**config.mk**
```make
export PLATFORM = sky130hd
export DESIGN_NAME = wash_sequencer
export DESIGN_NICKNAME = d
export VERILOG_FILES = /design/src/rtl/wash_pkg.sv /design/src/rtl/wash_edge_det.sv /design/src/rtl/wash_sequencer.sv
export SDC_FILE = /design/constraint.sdc
export NUM_CORES = 1
export LEC_CHECK = 0
export BUFFER_PORTS_ARGS = -buffer_cell sky130_fd_sc_hd__buf_4
export CAP_MARGIN = 20
export CORE_ASPECT_RATIO = 1.5
export CORE_MARGIN = 10
export CORE_UTILIZATION = 29
export CTS_CLUSTER_SIZE = 20
export DETAILED_ROUTE_END_ITERATION = 12
export GPL_TIMING_DRIVEN = 0
export PLACE_DENSITY_LB_ADDON = 0.1
export SETUP_SLACK_MARGIN = 0.3
export SLEW_MARGIN = 15
export SYNTH_ARGS = -nofsm -noshare
export SYNTH_HDL_FRONTEND = slang
export SYNTH_HIERARCHICAL = 1
export SYNTH_SLANG_ARGS = --single-unit
```
**constraint.sdc**
```tcl
create_clock -name clk -period 3.6 [get_ports clk]
set_input_delay 0.72 -clock clk [delete_from_list [all_inputs] [get_ports clk]]
set_output_delay 0.72 -clock clk [all_outputs]
set_load 0.01 [all_outputs]
```
**src/rtl/wash_pkg.sv**
```systemverilog
// Shared types and constants for the wash sequencer: phase encoding,
// step/mode indices and the per-program phase duration table.
package wash_pkg;

  typedef enum logic [2:0] {
    PH_IDLE  = 3'd0,
    PH_FILL  = 3'd1,
    PH_WASH  = 3'd2,
    PH_RINSE = 3'd3,
    PH_SPIN  = 3'd4,
    PH_GAP   = 3'd5,
    PH_PAUSE = 3'd6,
    PH_DONE  = 3'd7
  } phase_e;

  localparam logic [1:0] STEP_FILL  = 2'd0;
  localparam logic [1:0] STEP_WASH  = 2'd1;
  localparam logic [1:0] STEP_RINSE = 2'd2;
  localparam logic [1:0] STEP_SPIN  = 2'd3;

  localparam logic [1:0] MODE_QUICK  = 2'd0;
  localparam logic [1:0] MODE_NORMAL = 2'd1;
  localparam logic [1:0] MODE_HEAVY  = 2'd2;
  localparam logic [1:0] MODE_RINSE  = 2'd3;

  // DUR[mode][step], in step-timer ticks
  localparam logic [15:0] DUR [4][4] = '{
    '{16'd5,  16'd20,  16'd10, 16'd10},
    '{16'd10, 16'd60,  16'd30, 16'd20},
    '{16'd15, 16'd120, 16'd60, 16'd40},
    '{16'd10, 16'd0,   16'd30, 16'd20}
  };

  function automatic logic is_active(input phase_e ph);
    return (ph == PH_FILL) || (ph == PH_WASH) || (ph == PH_RINSE) || (ph == PH_SPIN);
  endfunction

  function automatic logic [1:0] step_of(input phase_e ph);
    case (ph)
      PH_WASH:  return STEP_WASH;
      PH_RINSE: return STEP_RINSE;
      PH_SPIN:  return STEP_SPIN;
      default:  return STEP_FILL;
    endcase
  endfunction

  function automatic phase_e next_phase(input phase_e ph, input logic [1:0] mode);
    case (ph)
      PH_FILL:  return (mode == MODE_RINSE) ? PH_RINSE : PH_WASH;
      PH_WASH:  return PH_RINSE;
      PH_RINSE: return PH_SPIN;
      default:  return PH_DONE;
    endcase
  endfunction

endpackage

```
**src/rtl/wash_edge_det.sv**
```systemverilog
// Registered rising-edge detector: rise is high for one cycle, one clock
// after din is first sampled high.
module wash_edge_det #(
  parameter int W = 1
) (
  input  logic         clk,
  input  logic         rst_n,
  input  logic [W-1:0] din,
  output logic [W-1:0] rise
);

  logic [W-1:0] prev_q;

  always_ff @(posedge clk or negedge rst_n) begin
    if (!rst_n) begin
      prev_q <= '0;
      rise   <= '0;
    end else begin
      prev_q <= din;
      rise   <= din & ~prev_q;
    end
  end

endmodule

```
**src/rtl/wash_sequencer.sv**
```systemverilog
// Wash program sequencer: steps FILL/WASH/RINSE/SPIN through an external
// step timer, with inter-phase gaps, pause/door interlock and resume.
//
// state | meaning
// IDLE  | waiting for a go edge with the door closed
// FILL  | timer running step 0
// WASH  | timer running step 1 (skipped in rinse-only)
// RINSE | timer running step 2
// SPIN  | timer running step 3
// GAP   | timer held off so it clears; outputs show the pending phase
// PAUSE | pause or door open; the phase to resume is held in tgt_q
// DONE  | program finished; waits for go to drop
module wash_sequencer
  import wash_pkg::*;
#(
  parameter int GAP_CYCLES = 16,
  parameter int DW         = 16
) (
  input  logic          clk,
  input  logic          rst_n,
  input  logic          i_go,
  input  logic          i_pause,
  input  logic          i_door_open,
  input  logic [1:0]    i_mode,
  input  logic [3:0]    i_resp,
  output logic          o_start,
  output logic [DW-1:0] o_state,
  output logic [1:0]    o_step,
  output logic [2:0]    o_phase,
  output logic          o_busy,
  output logic          o_done
);

  localparam int GW = $clog2(GAP_CYCLES + 1);

  phase_e        state_q, state_d;
  phase_e        tgt_q, tgt_d;
  logic [1:0]    mode_q, mode_d;
  logic [GW-1:0] gap_q, gap_d;
  logic          settled_q;
  logic          go_rise;
  logic [3:0]    resp_rise;

  wash_edge_det #(.W(1)) u_go_det (
    .clk   (clk),
    .rst_n (rst_n),
    .din   (i_go),
    .rise  (go_rise)
  );

  wash_edge_det #(.W(4)) u_resp_det (
    .clk   (clk),
    .rst_n (rst_n),
    .din   (i_resp),
    .rise  (resp_rise)
  );

  always_comb begin
    state_d = state_q;
    tgt_d   = tgt_q;
    mode_d  = mode_q;
    gap_d   = gap_q;
    case (state_q)
      PH_IDLE: begin
        if (go_rise && !i_door_open) begin
          state_d = PH_FILL;
          mode_d  = i_mode;
        end
      end
      PH_FILL, PH_WASH, PH_RINSE, PH_SPIN: begin
        if (i_pause || i_door_open) begin
          state_d = PH_PAUSE;
          tgt_d   = state_q;
        // settled_q masks an edge that was already present at phase entry
        end else if (settled_q && resp_rise[step_of(state_q)]) begin
          if (state_q == PH_SPIN) begin
            state_d = PH_DONE;
            tgt_d   = PH_IDLE;
          end else begin
            state_d = PH_GAP;
            tgt_d   = next_phase(state_q, mode_q);
            gap_d   = GW'(GAP_CYCLES);
          end
        end
      end
      PH_GAP: begin
        if (i_door_open) begin
          state_d = PH_PAUSE;
          gap_d   = '0;
        end else if (gap_q <= GW'(1)) begin
          state_d = tgt_q;
          gap_d   = '0;
        end else begin
          gap_d = gap_q - GW'(1);
        end
      end
      PH_PAUSE: begin
        if (!i_pause && !i_door_open) begin
          state_d = PH_GAP;
          gap_d   = GW'(GAP_CYCLES);
        end
      end
      PH_DONE: begin
        if (!i_go) state_d = PH_IDLE;
      end
      default: state_d = PH_IDLE;
    endcase
  end

  phase_e        view_ph;
  logic          start_d, busy_d, done_d;
  logic [1:0]    step_d;
  logic [DW-1:0] dur_d;

  always_comb begin
    view_ph = is_active(state_d) ? state_d : tgt_d;
    start_d = is_active(state_d);
    busy_d  = (state_d != PH_IDLE) && (state_d != PH_DONE);
    done_d  = (state_d == PH_DONE) && (state_q != PH_DONE);
    step_d  = '0;
    dur_d   = '0;
    if (busy_d) begin
      step_d = step_of(view_ph);
      dur_d  = DW'(DUR[mode_d][step_of(view_ph)]);
    end
  end

  always_ff @(posedge clk or negedge rst_n) begin
    if (!rst_n) begin
      state_q   <= PH_IDLE;
      tgt_q     <= PH_IDLE;
      mode_q    <= '0;
      gap_q     <= '0;
      settled_q <= 1'b0;
      o_start   <= 1'b0;
      o_state   <= '0;
      o_step    <= '0;
      o_busy    <= 1'b0;
      o_done    <= 1'b0;
    end else begin
      state_q   <= state_d;
      tgt_q     <= tgt_d;
      mode_q    <= mode_d;
      gap_q     <= gap_d;
      settled_q <= (state_d == state_q);
      o_start   <= start_d;
      o_state   <= dur_d;
      o_step    <= step_d;
      o_busy    <= busy_d;
      o_done    <= done_d;
    end
  end

  assign o_phase = state_q;

endmodule

```
==> results.md, run 1 <==
- The worst setup path is captured at a register.
- Global routing finished with a remaining overflow of 0.
- The signal on the critical path passes through and3b_1 -> o21ai_1 -> a31oi_2 -> o22ai_1 -> or3b_1 -> buf_2 -> o31ai_2 -> a2bb2oi_4 -> mux2i_1 -> a32o_1.
- The post-DP HPWL is 4730 um.
- The number of max-slew violations in the final report is 0.
- The sink count of the clock tree is 36.
- The switching share of total power is 44.8%.
- Grouping stages by cell kind, the critical path spends the most delay in compound AO/OA/AOI/OAI gates.
- Once the floorplan was initialized, standard cells occupied 29.9% of the core.
- The area share of the largest cell type after synthesis is 39.0%.
- The global-route total usage across every layer is 11.1%.
- The vias per cell is 5.15.
- The run finished with clean final reports.
- The most common cell in the netlist is sky130_fd_sc_hd__dfrtp_1.
- The final clock period utilization by the worst path is 86.4%.
- The number of buffers created by CTS is 5.
- Input and output buffers added on the ports amount to 25.
- VDD sags by at most 0.467 mV.
- In this run, flip-flops and latches consume 23.7% of the power.
- The critical path crosses 10 cells after its start point.
- Sorting the synthesized cells by area gives the leading types as sky130_fd_sc_hd__dfrtp_1 39%, sky130_fd_sc_hd__mux2i_1 3.5%, sky130_fd_sc_hd__buf_4 3.3%, sky130_fd_sc_hd__o21ai_0 3.3%, sky130_fd_sc_hd__nor2b_4 3.0%.
- The maximum fanout along the worst path is 8.
- The required time at the endpoint of the critical path is 3.77 ns.
- The maximum number of buffers from clock root to sink is 2.
- The post-synthesis instance area is 2310 um2.
- The analysis attributes to cell leakage a power of 1.27 nW.
- The share of total power dissipated in combinational logic is 59.9%.
- The worst reg-to-reg setup slack is 0.49 ns.
- For the pin with the worst max-slew slack, the measured transition is 0.628 ns.
- For this design the ratio of total power to cell area is 951 nW/um2.
- A synthesized cell averages 9.53 um2.
- The maximum number of pins on one net before global-route repair is 37.
- The cell type with the highest aggregate area in the netlist is sky130_fd_sc_hd__dfrtp_1.
- The core area is 7710 um2.
- Setup repair after global routing left no endpoint under its margin.
- The worst reg2reg path endpoint is o_state[4].
- The number of iterations in the first detailed-routing pass is 5.
- In the synthesized netlist, the number of instances is 242.
- The internal power of the cells totals 1.49 mW.
- Max-cap violations in this run came to 0.
- The initial antenna violation count was 0.
- During I/O placement, the number of pins put on the boundary was 35.
- The switching component of the power is 1.21 mW.
- For this design, the slowest cell found on the critical path is sky130_fd_sc_hd__dfrtp_1.
- The congestion estimate from routability-driven global placement came to 0.883.
- The share of the Yosys chip area taken by registers is 39.0%.
- The total number of nets in the final design is 298.
- The clock tree from TritonCTS is done.
- The tree is rooted in a sky130_fd_sc_hd__clkbuf_16.
- The first-pass GRT wire length is 10700 um.
- The arrival time of data at the critical path endpoint is 3.29 ns.
- The area growth from synthesis to layout is 23.3%.
- For this run, the top clock speed supported by timing is 321 MHz.
- The die area is 12000 um2.
- The die extent in x is 92.8 um.
- The count of yosys warnings during synthesis is 6.
- The worst clock skew is 0.00765 ns.
- The total power is 2.71 mW.
- The commonest register cell after synthesis is sky130_fd_sc_hd__dfrtp_1.
- The cell depth of the worst flop-to-flop path is 10.
- The category of the critical setup timing path is reg -> reg.
- Setup total negative slack on the finished layout was measured at 0 ns.
- After clock tree synthesis, the setup repair step added 0 buffers.
- The die extent in y is 129 um.
- Cells with a size suffix above 1 make up 28.3% of the layout.
- The via count is 1981.
- For this run, design rule violations remaining after detail routing come to 0.
- After synthesis, the most frequently instantiated cells are 36 x sky130_fd_sc_hd__dfrtp_1, 17 x sky130_fd_sc_hd__nor2_1, 16 x sky130_fd_sc_hd__nand2_1.
- The fraction of synthesis flops using an asynchronous set or reset pin is 100%.
- The count of final setup violators is 0.
- The worst register-to-register path begins at o_phase[2].
- The total detailed-routing wirelength is 6410 um.
- The critical path buffer and inverter count is 1.
- For the finished layout, the period the worst path requires is 3.11 ns.
- In the final routed layout, each cell accounts on average for 16.6 um.
- The antenna cell count is 0.
- The class of the most critical hold timing path is in -> async.
- The register bit count reported by yosys is 36.
- The number of routed nets with antenna violations is 0.
- The number of different library cells used by synthesis comes to 71.
- The detailed router's first-iteration violation count is 174.
- Headroom to the max-slew limit came out at 57.0%.
- At the end of the flow the core is filled with cells to 36.9%.
- The count of standard-cell rows is 39.
- Of the total power, the clock network draws 16.4%.
- The category of the worst setup path launch point is a register.
- The number of synthesized flops with an enable pin is 0.
- The peak per-stage delay on the critical path is 0.48 ns.
- The via count of the first global-routing pass is 2131.
- The number of hold violations in the final report was 0.
- At the later pin of the worst-skew pair, clock insertion delay measures 0.29 ns.
- The clock-pin slew of the registers on the worst-case setup and hold paths is 0.06 ns.
- The count of H-tree levels built during CTS is 2.
-- worst register-to-register path, cell delays in order, from the launching register on --
cell and delay, ns:
sky130_fd_sc_hd__dfrtp_1 0.48, sky130_fd_sc_hd__and3b_1 0.23, sky130_fd_sc_hd__o21ai_1 0.36, sky130_fd_sc_hd__a31oi_2 0.27, sky130_fd_sc_hd__o22ai_1 0.27, sky130_fd_sc_hd__or3b_1 0.36, sky130_fd_sc_hd__buf_2 0.18, sky130_fd_sc_hd__o31ai_2 0.33
sky130_fd_sc_hd__a2bb2oi_4 0.14, sky130_fd_sc_hd__mux2i_1 0.14, sky130_fd_sc_hd__a32o_1 0.24
-- cells in the final DEF (no fill, tap or decap), drive strengths merged, types with 2 or more instances in the layout --
master,Yosys,final
mux2i,8,8
and2,2,2
nand3,9,9
a21o,2,2
nand2b,4,4
buf,20,45
or2,4,4
nand3b,2,2
clkbuf,1,6
conb,1,9
o2111ai,2,2
a22o,2,2
nor2,17,17
a31oi,5,5
o21a,2,2
o311a,2,2
a21oi,9,9
and4,3,3
dfrtp,36,36
nor3,5,5
inv,17,18
nand2,16,16
a2111oi,2,2
o32ai,2,2
nor4,2,2
o31ai,2,2
o21ai,19,19
or3b,2,2
a311oi,5,5
a211o,2,2
o22ai,2,2
or3,4,4
ha,5,5
nor2b,8,8
-- kinds of logic after synthesis --
| family | share of synthesized area (%) |
|---|---|
| multiplexers | 3.47 |
| flip-flops | 39.0 |
| other | 0.163 |
| AO/OA/AOI/OAI | 22.9 |
| adder cells (fa/ha/maj) | 2.71 |
| XOR/XNOR | 0.759 |
| buffers and inverters | 8.84 |
| AND/OR/NAND/NOR | 22.1 |
-- sequential cells by signal, summed over array words and instances, names as in the netlist, 2 cells and up --
name / count
o_state: 7
gap_q: 5
u_resp_det/prev_q: 4
u_resp_det/rise: 4
o_phase: 3
tgt_q: 3
mode_q: 2
o_step: 2
-- cell type report --
class / instances / area (um2)
Clock inverter: 3 / 21.3
Fill cell: 830 / 4870
Multi-Input combinational cell: 176 / 1280
Buffer: 21 / 140
Tap cell: 102 / 128
Clock buffer: 5 / 125
Timing Repair Buffer: 25 / 188
Inverter: 17 / 63.8
Sequential cell: 36 / 901
-- worst max-delay path by stage --
stage,from,to
6_report,o_phase[2],o_state[4]
5_1_grt,gap_q[1],o_state[4]
4_1_cts,o_phase[2],o_state[3]
3_5_place_dp,i_door_open,o_state[1]
3_3_place_gp,i_door_open,o_state[1]
2_1_floorplan,i_door_open,o_state[1]
-- metrics by stage --
stage | hold WS, ns | setup slack [ns] | area [um2] | instances
after floorplan | 0.424 | 0.709 | 2340 | 250
after global placement | 0.431 | 0.191 | 2650 | 377
after detailed placement | 0.433 | 0.142 | 2650 | 377
after CTS | 0.420 | 0.388 | 2800 | 385
after global routing | 0.432 | 0.310 | 2840 | 385
final | 0.383 | 0.489 | 2840 | 385
-- metal layers --
layer	routed length [um]	GRT usage [%]	vias up
li1	-	-	939
met1	2490	11.5	968
met3	339	2.72	10
met5	0	0	-
met2	3430	20.7	64
met4	147	4.64	0
-- power groups by stage --
stage	sequential, mW	clock, mW	combinational [mW]
after global placement	0.651	0	1.55
final	0.642	0.444	1.62
after CTS	0.645	0.457	1.57
after global routing	0.662	0.471	1.81
after floorplan	0.661	0	1.10
after detailed placement	0.651	0	1.55
-- timing repair --
item,CTS,global route
resized for setup,0,7
setup endpoints to repair,0,5
endpoints found under the hold margin,0,0
hold buffers,0,0
Note: power is estimated with default switching activity, not from simulation.
==> run 2: changes to the inputs <==
--- a/config.mk
+++ b/config.mk
@@ -13,7 +13,8 @@
 export CTS_CLUSTER_SIZE = 20
 export DETAILED_ROUTE_END_ITERATION = 12
 export GPL_TIMING_DRIVEN = 0
-export PLACE_DENSITY_LB_ADDON = 0.1
+export PLACE_DENSITY = 0.42
+export REMOVE_ABC_BUFFERS = 1
 export SETUP_SLACK_MARGIN = 0.3
 export SLEW_MARGIN = 15
 export SYNTH_ARGS = -nofsm -noshare
==> run 2 against run 1 <==
  * Combinational power fell by 9%
  * Maximum frequency fell by 1.5%
  * Die area did not move
  * Clock skew barely moved
  * Critical path type unchanged
  * Global-route usage fell by 0.24 points
  * Largest power group unchanged
  * Via count fell by 3.5%
  * Sequential share of layout area rose by 1.4 points
==> results.md, run 2 (synthesis gave the netlist of run 1 again) <==
- The logic depth of the worst setup path including buffers came to 9 (-1).
- The maximum fanout along the worst path is 25 (+17).
- The area growth from synthesis to layout is 19.4%.
- The count of H-tree levels built during CTS is 2 (unchanged).
- The largest registers in the layout are o_state: 7 flops, gap_q: 5 flops.
- The worst clock skew was 0.00807 ns (+0.000421 ns).
- The starting density of the core is 29.9% (unchanged).
- The total power was 2.70 mW (about the same).
- The via count is 1911 (-3.5%).
- The slowest stage of the critical path belongs to the cell sky130_fd_sc_hd__dfrtp_4.
- The setup path with the least slack is of type reg -> reg.
- STA classifies the critical path endpoint as a register.
- TritonCTS built the clock tree.
- The cell depth of the worst flop-to-flop path is 9 (-1).
- The final clock period utilization by the worst path is 87.7% (+1.3 points).
- The die area is 12000 um2 (unchanged).
- The total detailed-routing wirelength was 6360 um (-0.73%).
- The number of iterations in the first detailed-routing pass is 4 (-1).
- The required time at the endpoint of the critical path is 3.76 ns (about the same).
- The maximum number of buffers from clock root to sink came to 2 (unchanged).
- The peak per-stage delay on the critical path came to 0.61 ns (+0.13 ns).
- The flip-flop count of the largest register after layout is 7 (unchanged).
- The worst max-slew margin expressed relative to the limit came to 58.1% (+1.2 points).
- The initial antenna violation count is 0 (unchanged).
- The core area was 7710 um2 (unchanged).
- The post-route minimum period is 3.16 ns (+0.0460 ns).
- The final-layout worst hold slack is 0.398 ns (+0.0146 ns).
- The die extent in x is 92.8 um (unchanged).
- Setup repair after global routing could not meet its margin everywhere.
- The detailed router's first-iteration violation count is 163 (-6.3%).
- The leakage component of the power came to 1.18 nW (-6.5%).
- The number of remaining DRC errors came to 0 (unchanged).
- The buffer type at the clock tree root is sky130_fd_sc_hd__clkbuf_16.
- The sink count of the clock tree is 36 (unchanged).
- The signal on the critical path passes through and4bb_1 -> a31oi_4 -> a2111oi_2 -> o41ai_1 -> a2111oi_2 -> o21ai_1 -> a2bb2oi_4 -> mux2i_1 -> a32o_1.
- The I/O pin count came to 35 (unchanged).
- The number of routed nets with antenna violations was 0 (unchanged).
- The detailed-route wire length per cell came to 17.5 um (+5.0%).
- The arrival time of data at the critical path endpoint is 3.32 ns (+0.03 ns).
- The latest clock arrival within the worst-skew pair is 0.28 ns (about the same).
- The library cell used most frequently in the layout, excluding fill and tap cells, is sky130_fd_sc_hd__dfrtp_1.
- The power density relative to cell area is 981 nW/um2 (+3.1%).
- The number of max-slew violations in the final report is 0 (unchanged).
- The total cell area at the placement stage came to 2510 um2 (-5.3%).
- The worst setup slack before clock tree synthesis is -0.0806 ns (-0.223 ns).
- The final cell count without fillers was 364 (-5.5%).
- The sum of negative setup slack is 0 ns (unchanged).
- The count of standard-cell rows was 39 (unchanged).
- The count of final setup violators came to 0 (unchanged).
- The clock-pin slew of the registers on the worst-case setup and hold paths is 0.06 ns (about the same).
- The die extent in y was 129 um (unchanged).
- The slew at the pin with the worst max-slew slack is 0.611 ns (-0.0169 ns).
- The total overflow reported by the global router is 0 (unchanged).
- The total placed cells including tap cells was 356 (-5.6%).
- The placer congestion estimate came to 0.846 (-4.2%).
- The category of the worst setup path launch point is a register.
- The via count of the first global-routing pass is 2108 (-1.1%).
- The share of cells above drive strength 1 is 26.3% (-1.9 points).
- The critical path buffer and inverter count is 0 (-1).
- The post-DP HPWL is 4660 um (-1.5%).
- The maximum number of pins on one net before global-route repair came to 37 (unchanged).
- The global-route total usage across every layer is 10.9% (-0.24 points).
- The final instance area is 2760 um2 (-3.1%).
- The antenna cell count is 0 (unchanged).
- The first-pass GRT wire length was 10600 um (-1.4%).
- The worst-case setup margin in the final layout is 0.443 ns (-0.0460 ns).
- The final cell utilization of the core is 35.7% (-1.2 points).
- The number of buffers created by CTS came to 5 (unchanged).
- The kind of cell with the highest combined delay along the critical path is compound AO/OA/AOI/OAI gates.
- The class of the most critical hold timing path is in -> async.
- The count of buffers inserted at the top-level ports is 25 (unchanged).
- More flip-flops sit in one register than any other, and that register is o_state.
- The maximum resistive drop on vdd is 0.414 mV (-11%).
- The number of max-cap violations is 0 (unchanged).
- The maximum clock frequency came to 317 MHz (-1.5%).
- The number of hold violations in the final report is 0 (unchanged).
- The library cells used most frequently in the layout, excluding fill and tap cells, are 33 x sky130_fd_sc_hd__dfrtp_1, 26 x sky130_fd_sc_hd__buf_4, 16 x sky130_fd_sc_hd__nor2_1, 16 x sky130_fd_sc_hd__nand2_1.
- The worst reg-to-reg setup slack is 0.44 ns (-0.05 ns).
- The hold buffer count at CTS is 0 (unchanged).
- Counting stages on the worst path, the most repeated cell is sky130_fd_sc_hd__a2111oi_2.
- The run finished with clean final reports.
- The vias per cell is 5.25 (+2.0%).
- The total number of nets in the final design was 278 (-6.7%).
-- run 2: cell count changes in the layout (fill, tap and decap cells not counted), moves of 2 or more --
cell | before | now
sky130_fd_sc_hd__buf_4 | 35 | 26
sky130_fd_sc_hd__dfrtp_1 | 36 | 33
sky130_fd_sc_hd__clkbuf_8 | 0 | 2
sky130_fd_sc_hd__buf_2 | 7 | 0
sky130_fd_sc_hd__dfrtp_4 | 0 | 3
sky130_fd_sc_hd__buf_6 | 2 | 0
-- run 2: final cells by class --
class,count,area (um2)
clock buffers,7,153
fillers,839,4950
inverters,17,63.8
multi-input cells,176,1300
flip-flops and latches,36,912
well taps,102,128
repair buffers,26,195
-- run 2: final timing paths --
kind,from,endpoint
setup / recovery,o_phase[2],o_state[4]
hold / removal,rst_n,gap_q[4]
min in group clk,u_resp_det/prev_q[1],u_resp_det/rise[1]
hold reg to reg,u_resp_det/prev_q[1],u_resp_det/rise[1]
setup reg to reg,o_phase[2],o_state[4]
max in group asynchronous,rst_n,o_phase[2]
-- run 2: worst reg2reg max path: cells and delay by family (launching register included) --
| family | cells | cell delay (ns) |
|---|---|---|
| AO/OA/AOI/OAI | 7 | 1.87 |
| flip-flops | 1 | 0.61 |
| multiplexers | 1 | 0.14 |
| AND/OR/NAND/NOR | 1 | 0.41 |
-- run 2: per-layer routing --
metal  vias to the layer above  global-route usage, %  share of wire (%)
li1                        901                      -                  -
met1                       945                   11.4                 39
met2                        50                   19.6                 53
met3                        15                   3.06                5.8
met4                         0                   5.01                2.4
met5                         -                      0                  0
-- run 2: what timing repair did --
action	CTS	global route
pin swaps	0	2
endpoints found under the hold margin	0	0
resized for setup	8	11
setup buffers	0	1
endpoints found under the setup margin	10	6
-- run 2: where the power goes --
group / internal [mW] / leakage, nW / total (mW) / switching (mW)
registers: 0.559 / 0.444 / 0.764 / 0.205
logic: 0.653 / 0.662 / 1.48 / 0.827
clock network: 0.291 / 0.0760 / 0.459 / 0.168
total: 1.50 / 1.18 / 2.70 / 1.20
